## config.mk

```make
export PLATFORM = sky130hd
export DESIGN_NAME = multilatch_n
export DESIGN_NICKNAME = d
export VERILOG_FILES = /design/src/rtl/pdp8_pkg.sv /design/src/rtl/rise_detect.sv /design/src/rtl/multilatch_n.sv
export SDC_FILE = /design/constraint.sdc
export NUM_CORES = 1
export LEC_CHECK = 0
export CAP_MARGIN = 20
export CORE_MARGIN = 2
export CORE_UTILIZATION = 35
export DETAILED_ROUTE_END_ITERATION = 6
export GPL_ROUTABILITY_DRIVEN = 0
export MAX_ROUTING_LAYER = met4
export PLACE_DENSITY_LB_ADDON = 0.3
export SYNTH_ARGS = -nofsm -noshare
export SYNTH_HDL_FRONTEND = slang
export SYNTH_SLANG_ARGS = --single-unit
```

## constraint.sdc

```tcl
create_clock -name CLK -period 1.65 [get_ports CLK]
set_clock_uncertainty 0.15 [all_clocks]
set_input_delay 0.33 -clock CLK [delete_from_list [all_inputs] [get_ports CLK]]
set_output_delay 0.33 -clock CLK [all_outputs]
set_load 0.02 [all_outputs]
```

## src/rtl/pdp8_pkg.sv

```systemverilog
// Shared PDP-8 datapath constants and bus-slicing helpers.
package pdp8_pkg;

    // Native machine word width.
    localparam int unsigned WORD_W = 12;

    // Index of the lowest bit of bus k in a flat, concatenated bus vector.
    function automatic int unsigned bus_lsb(input int unsigned k, input int unsigned w);
        return k * w;
    endfunction

endpackage

```

## src/rtl/rise_detect.sv

```systemverilog
// Strobe rising-edge detector: registers the strobe and flags a low-to-high change.
// A strobe that stays high is reported once. It re-arms only after a low sample.
module rise_detect (
    input  logic clk_i,
    input  logic rst_ni,
    input  logic strobe_i,
    output logic rise_o
);

    logic strobe_q;
    logic strobe_d;

    // The next state is the current strobe sample.
    always_comb begin
        strobe_d = strobe_i;
    end

    // Previous-sample register. Reset clears it, so a strobe already high at release fires.
    always_ff @(posedge clk_i or negedge rst_ni) begin
        if (!rst_ni) begin
            strobe_q <= 1'b0;
        end else begin
            strobe_q <= strobe_d;
        end
    end

    // The rise is combinational so the owning register can act on the same edge.
    always_comb begin
        rise_o = strobe_i & ~strobe_q;
    end

endmodule

```

## src/rtl/multilatch_n.sv

```systemverilog
// Clear/hold/latch datapath register with increment and NOUT output buses.
// Build option MULTILATCH_TRISTATE_EN: when defined, disabled buses float (z).
// When it is undefined, disabled buses drive 0 so they can be OR-combined.
module multilatch_n
    import pdp8_pkg::*;
#(
    parameter int unsigned       WIDTH     = WORD_W,
    parameter int unsigned       NOUT      = 2,
    parameter logic [WIDTH-1:0]  RESET_VAL = '0
) (
    input  logic                  CLK,
    input  logic                  RESET_N,
    input  logic [WIDTH-1:0]      in,
    input  logic                  clear,
    input  logic                  hold,
    input  logic                  latch,
    input  logic                  inc,
    input  logic [NOUT-1:0]       oe,
    output logic [NOUT*WIDTH-1:0] out,
    output logic [WIDTH-1:0]      data_o,
    output logic                  loaded,
    output logic                  carry
);

    logic [WIDTH-1:0] hold_q, hold_d;
    logic [WIDTH-1:0] data_q, data_d;
    logic             carry_q, carry_d;
    logic             loaded_q, loaded_d;
    logic [WIDTH-1:0] hold_val;
    logic             latch_rise;

    rise_detect u_latch_rise (
        .clk_i    (CLK),
        .rst_ni   (RESET_N),
        .strobe_i (latch),
        .rise_o   (latch_rise)
    );

    // The hold stage is transparent while hold is low.
    always_comb begin
        hold_val = hold ? hold_q : in;
    end

    // Hold stage tracks in, or is cleared or frozen while hold is high.
    always_comb begin
        hold_d = hold_q;
        if (!hold) begin
            hold_d = in;
        end else if (clear) begin
            hold_d = '0;
        end
    end

    // Data priority is clear, then load on the latch rise, then increment, then hold.
    always_comb begin
        data_d   = data_q;
        carry_d  = carry_q;
        loaded_d = latch_rise & ~clear;
        if (clear) begin
            data_d  = '0;
            carry_d = 1'b0;
        end else if (latch_rise) begin
            data_d  = hold_val;
            carry_d = 1'b0;
        end else if (inc) begin
            data_d = data_q + WIDTH'(1);
            if (&data_q) begin
                carry_d = 1'b1;
            end
        end
    end

    // State registers with asynchronous reset.
    always_ff @(posedge CLK or negedge RESET_N) begin
        if (!RESET_N) begin
            hold_q   <= RESET_VAL;
            data_q   <= RESET_VAL;
            carry_q  <= 1'b0;
            loaded_q <= 1'b0;
        end else begin
            hold_q   <= hold_d;
            data_q   <= data_d;
            carry_q  <= carry_d;
            loaded_q <= loaded_d;
        end
    end

    assign data_o = data_q;
    assign loaded = loaded_q;
    assign carry  = carry_q;

    // Per-bus output gating; the enables are not registered.
    for (genvar k = 0; k < NOUT; k++) begin : g_bus
        localparam int unsigned Lsb = bus_lsb(k, WIDTH);
`ifdef MULTILATCH_TRISTATE_EN
        assign out[Lsb +: WIDTH] = oe[k] ? data_q : {WIDTH{1'bz}};
`else
        assign out[Lsb +: WIDTH] = oe[k] ? data_q : {WIDTH{1'b0}};
`endif
    end

endmodule

```

## Yosys cells after proc, flatten, opt, wreduce, memory -nomap -nowiden

Index checks and enable logic that the tools add are counted.

- Add/subtract/negate cells: 1
- Equal/unequal tests: 1
- Multiplexer cells: 12
- Bitwise operators: 4
- Reduce and logical (&&, ||, !) cells: 4

Operator list:

| cell | count |
|---|---|
| two-way mux 12 bit | 8 |
| adder 12 x 1 -> 12 bit, second input constant | 1 |
| AND reduction 12 bit | 1 |
| nonzero test 3 bit | 2 |
| two-way mux 1 bit | 4 |
| AND 1 bit | 2 |
| inequality test 2 bit, second input constant | 1 |
| inverter 1 bit | 2 |
| AND reduction 2 bit | 1 |

- Register bits: 27
- Input bits: 20
- Output and inout bits: 38
- Logic and storage cells: 27

## Logic depth before layout (Yosys ltp)

- Depth in word-level cells: 5
- Depth in mapped cells: 5
- Gate-level depth less buffers: 5

## Cells and area by module

A second synthesis with hierarchy kept.

- Cells, all modules: 171
- Area, all modules: 1619.1 µm²

By module, submodules not included:

| module | times used | cells each | area each (µm²) | sequential area each (µm²) |
|---|---|---|---|---|
| multilatch_n | 1 | 169 | 1580.3 | 650.6 |
| rise_detect | 1 | 2 | 38.8 | 25.0 |

## Worst setup path after synthesis

OpenSTA, ideal clock, no wires.

- Kind: reg-to-reg
- From: register data_q[0], in the netlist data_o[0]
- To: register data_q[6], in the netlist data_o[6]
- Setup time: 0.099 ns
- Arrival: 1.414 ns
- Data required time: 1.401 ns
- Path slack: -0.013 ns
- Cell stages (with the launch flop): 5
- Path buffers: 0
- Clock period less this slack: 1.663 ns
- Path through: dfrtp_1 -> ha_1 -> nand2_1 -> or3_1 -> a311oi_1

- Longest elaborated chain between the ends: 4

RTL lines:

| item | line | source |
|---|---|---|
| start, declared | multilatch_n.sv:26 | `logic [WIDTH-1:0] data_q, data_d;` |
| start signal, assigned | multilatch_n.sv:82 | `data_q <= data_d;` |
| adder 12 x 1 -> 12 bit | multilatch_n.sv:66 | `data_d = data_q + WIDTH'(1);` |
| two-way mux 12 bit | multilatch_n.sv:65 | `end else if (inc) begin` |
| two-way mux 12 bit | multilatch_n.sv:62 | `end else if (latch_rise) begin` |
| two-way mux 12 bit | multilatch_n.sv:59 | `if (clear) begin` |

Every way passes these cells. The select of a mux whose other input is x is not followed.
A chain may end at the register's enable or synchronous reset.

## Worst setup path in the final report

- From: register data_q[6], in the netlist data_o[6]
- To: register data_q[9], in the netlist data_o[9]

The elaborated chain is that of the path after synthesis.

==> results.sh <==
export IMPL_drc=0
export IMPL_drv_slew=0
export IMPL_cp_num_buf_inv=2
export IMPL_cpPeakStageDelay_ns=0.41
export IMPL_final_common_cell="buf_4"
export IMPL_syn_nets=183
export IMPL_hold_ws_ns=0.214
export IMPL_fmax_mhz=609
export IMPL_path_cells="buf_6, buf_6, nand4_1, nor3_1, xnor2_1, a221oi_2"
export IMPL_path_delay_family="simple AND/OR/NAND/NOR gates"
export IMPL_leakagePower_nw=1.16
export IMPL_wl_per_cell_um=13.6
export IMPL_ys_warn_count=0
export IMPL_finalSetupViolCount=0
export IMPL_grt_usage=0.166
export IMPL_row_count=24
export IMPL_clkTransAtPathRegs_ns=0.09
export IMPL_synthesis_area_sq_um=1560
export IMPL_antenna_found_initial=0
export IMPL_path_max_fanout=4
export IMPL_area_growth_pct=53.8
export IMPL_maxCapViolations=0
export IMPL_die_area_sq_um=5020
export IMPL_final_seq_area_sq_um=679
export IMPL_synth_async_reset_ratio=1.00
export IMPL_fin_nets=274
export IMPL_cts_max_level=1
export IMPL_drt_iter0_drc=19
export IMPL_dieHeight_um=70.8
export IMPL_drive_gt1_frac=0.317
export IMPL_cts_tree="yes"
export IMPL_netlist_instances=162
export IMPL_critical_path_class="flip-flop to flip-flop"
export IMPL_grt_pass1_vias=1405
export IMPL_cts_buffers=3
export IMPL_synth_edf_count=0
export IMPL_dr_total_vias=1500
export IMPL_fin_crit_sh=0.995
export IMPL_setup_slack_ns=0.00892
export IMPL_cts_hold_buffers=0
export IMPL_ant_nets=0
export IMPL_final_cells=304
export IMPL_status="completed"
export IMPL_grt_overflow=0
export IMPL_nFillCells=423
export IMPL_numClockSinks=27
export IMPL_die_w_um=70.8
export IMPL_maxSlewHeadroom=0.783
export IMPL_grt_pass1_wl_um=6620
export IMPL_slowest_stage="dfrtp_2"
export IMPL_seq_area_frac_synth=0.432
export IMPL_cts_buffer_depth=2
export IMPL_yosys_register_bits=27
export IMPL_clkLatencyLatePin_ns=0.28
export IMPL_mostFrequentLayoutCells="35 x buf_4, 24 x dfrtp_1, 22 x and2_1, 22 x nand2_1, 16 x clkdlybuf4s50_1"
export IMPL_synth_distinct_cells=32
export IMPL_initial_core_util=0.362
export IMPL_pin_count=58
export IMPL_cp_startpoint="data_o[6]"
export IMPL_hold_violations=0
export IMPL_arrival_ns=1.68
export IMPL_dp_cells=289
export IMPL_viasPerCell=4.93
export IMPL_core_sq_um=4320
export IMPL_end_kind="flip-flop"
export IMPL_synth_area_per_cell_sq_um=9.65
export IMPL_grt_max_degree=24
export IMPL_io_buffers=57
export IMPL_multiInputGateArea_sq_um=830
export IMPL_n_antenna_cell=0
export IMPL_powerDensity_nw_per_um2=652
export IMPL_hold_path_class="input pin to async pin"
export IMPL_crit_required_ns=1.69
export IMPL_worstMarginPinSlew_ns=0.323
export IMPL_root_buffer="clkbuf_8"
export IMPL_crit_path_frequent_cell="buf_6"
export IMPL_period_minus_slack_ns=1.64
export IMPL_synth_ff_type="dfrtp_1"
export IMPL_finalWirelength_um=4130
export IMPL_dp_slack_ns=-0.589
export IMPL_peakVddDrop_mv=0.319
export IMPL_startpoint_type="flip-flop"
export IMPL_dp_hpwl_um=2930
export IMPL_r2r_start="data_o[6]"
export IMPL_first_pass_iters=4
export IMPL_rsz0062_at_grt="true"
-- synth_stat cells, drive strengths merged (4+ instances only) --
library cell	instances	area share
nand2	23	0.055
a211oi	12	0.058
a21oi	4	0.013
o21ai	5	0.016
clkbuf	7	0.030
and2	24	0.098
dfrtp	27	0.43
nand4	6	0.034
nor3	6	0.026
buf	4	0.027
nor2b	7	0.028
a21o	5	0.024
xnor2	6	0.034
nand2b	4	0.016
-- per-layer routing --
| layer | vias to the layer above | track usage | part of all wire |
|---|---|---|---|
| met2 | 49 | 0.275 | 0.49 |
| li1 | 740 | - | - |
| met3 | 6 | 0.0199 | 0.057 |
| met4 | 0 | 0.0419 | 0.014 |
| met1 | 705 | 0.218 | 0.44 |
| met5 | - | - | 0 |
-- sequential cells by signal, indices dropped and copies added (netlist names) --
signal and flops:
loaded 1, hold_q 12, data_o 12, carry 1, u_latch_rise.strobe_q 1
-- worst reg2reg max path, stage by stage, from the launching register on --
cell and delay [ns]:
dfrtp_2 0.41, buf_6 0.12, buf_6 0.10, nand4_1 0.17, nor3_1 0.29, xnor2_1 0.12
a221oi_2 0.21
-- area by class of cell --
type	instances	area share
Multi-Input combinational cell	122	0.345
Timing Repair Buffer	96	0.322
Sequential cell	27	0.282
Tap cell	52	0.0270
Clock buffer	4	0.0187
Inverter	3	0.00468
-- where the power goes --
group / internal (mW) / switching (mW)
clock network: 0.173 / 0.208
registers: 0.706 / 0.0344
logic: 0.221 / 0.226
total: 1.10 / 0.468
-- stage by stage --
stage	setup TNS [ns]	utilization	total power [mW]	instance area (sq um)
2_1_floorplan	0	-	0.962	1570
3_3_place_gp	-16.98	0.542	1.20	2340
3_5_place_dp	-17.58	0.542	1.20	2340
4_1_cts	0	0.560	1.57	2420
5_1_grt	-0.256	0.556	1.64	2410
6_report	0	0.556	1.57	2410
-- final timing paths --
path | depth (start not counted) | endpoint | slack [ns]
min in group CLK | 1 | hold_q[8] | 0.33
max reg2reg | 6 | data_o[9] | 0.009
min reg2reg | 1 | hold_q[8] | 0.33
max in group asynchronous | 2 | data_o[0] | 0.87
max | 6 | data_o[9] | 0.009
min | 2 | hold_q[1] | 0.21
-- logic make-up (layout without fill, tap and decap cells) --
group                      Yosys count  in the layout  synth area share
and+or+nand+nor                     75             76             0.274
AOI/OAI and AO/OA                   35             35             0.165
DFF                                 27             27             0.432
buffers and inverters               14            103            0.0640
xor gates and xnor gates             9              9            0.0504
adders and majority gates            1              1           0.00800
muxes                                1              1           0.00640
-- repair_timing --
item                       CTS  global route
setup endpoints to repair   41            27
setup buffers                8             1
pin swaps                    2             3
gates resized for setup     78            32
gates cloned                 1             1
No activity file was read; power rests on OpenSTA's default activity.
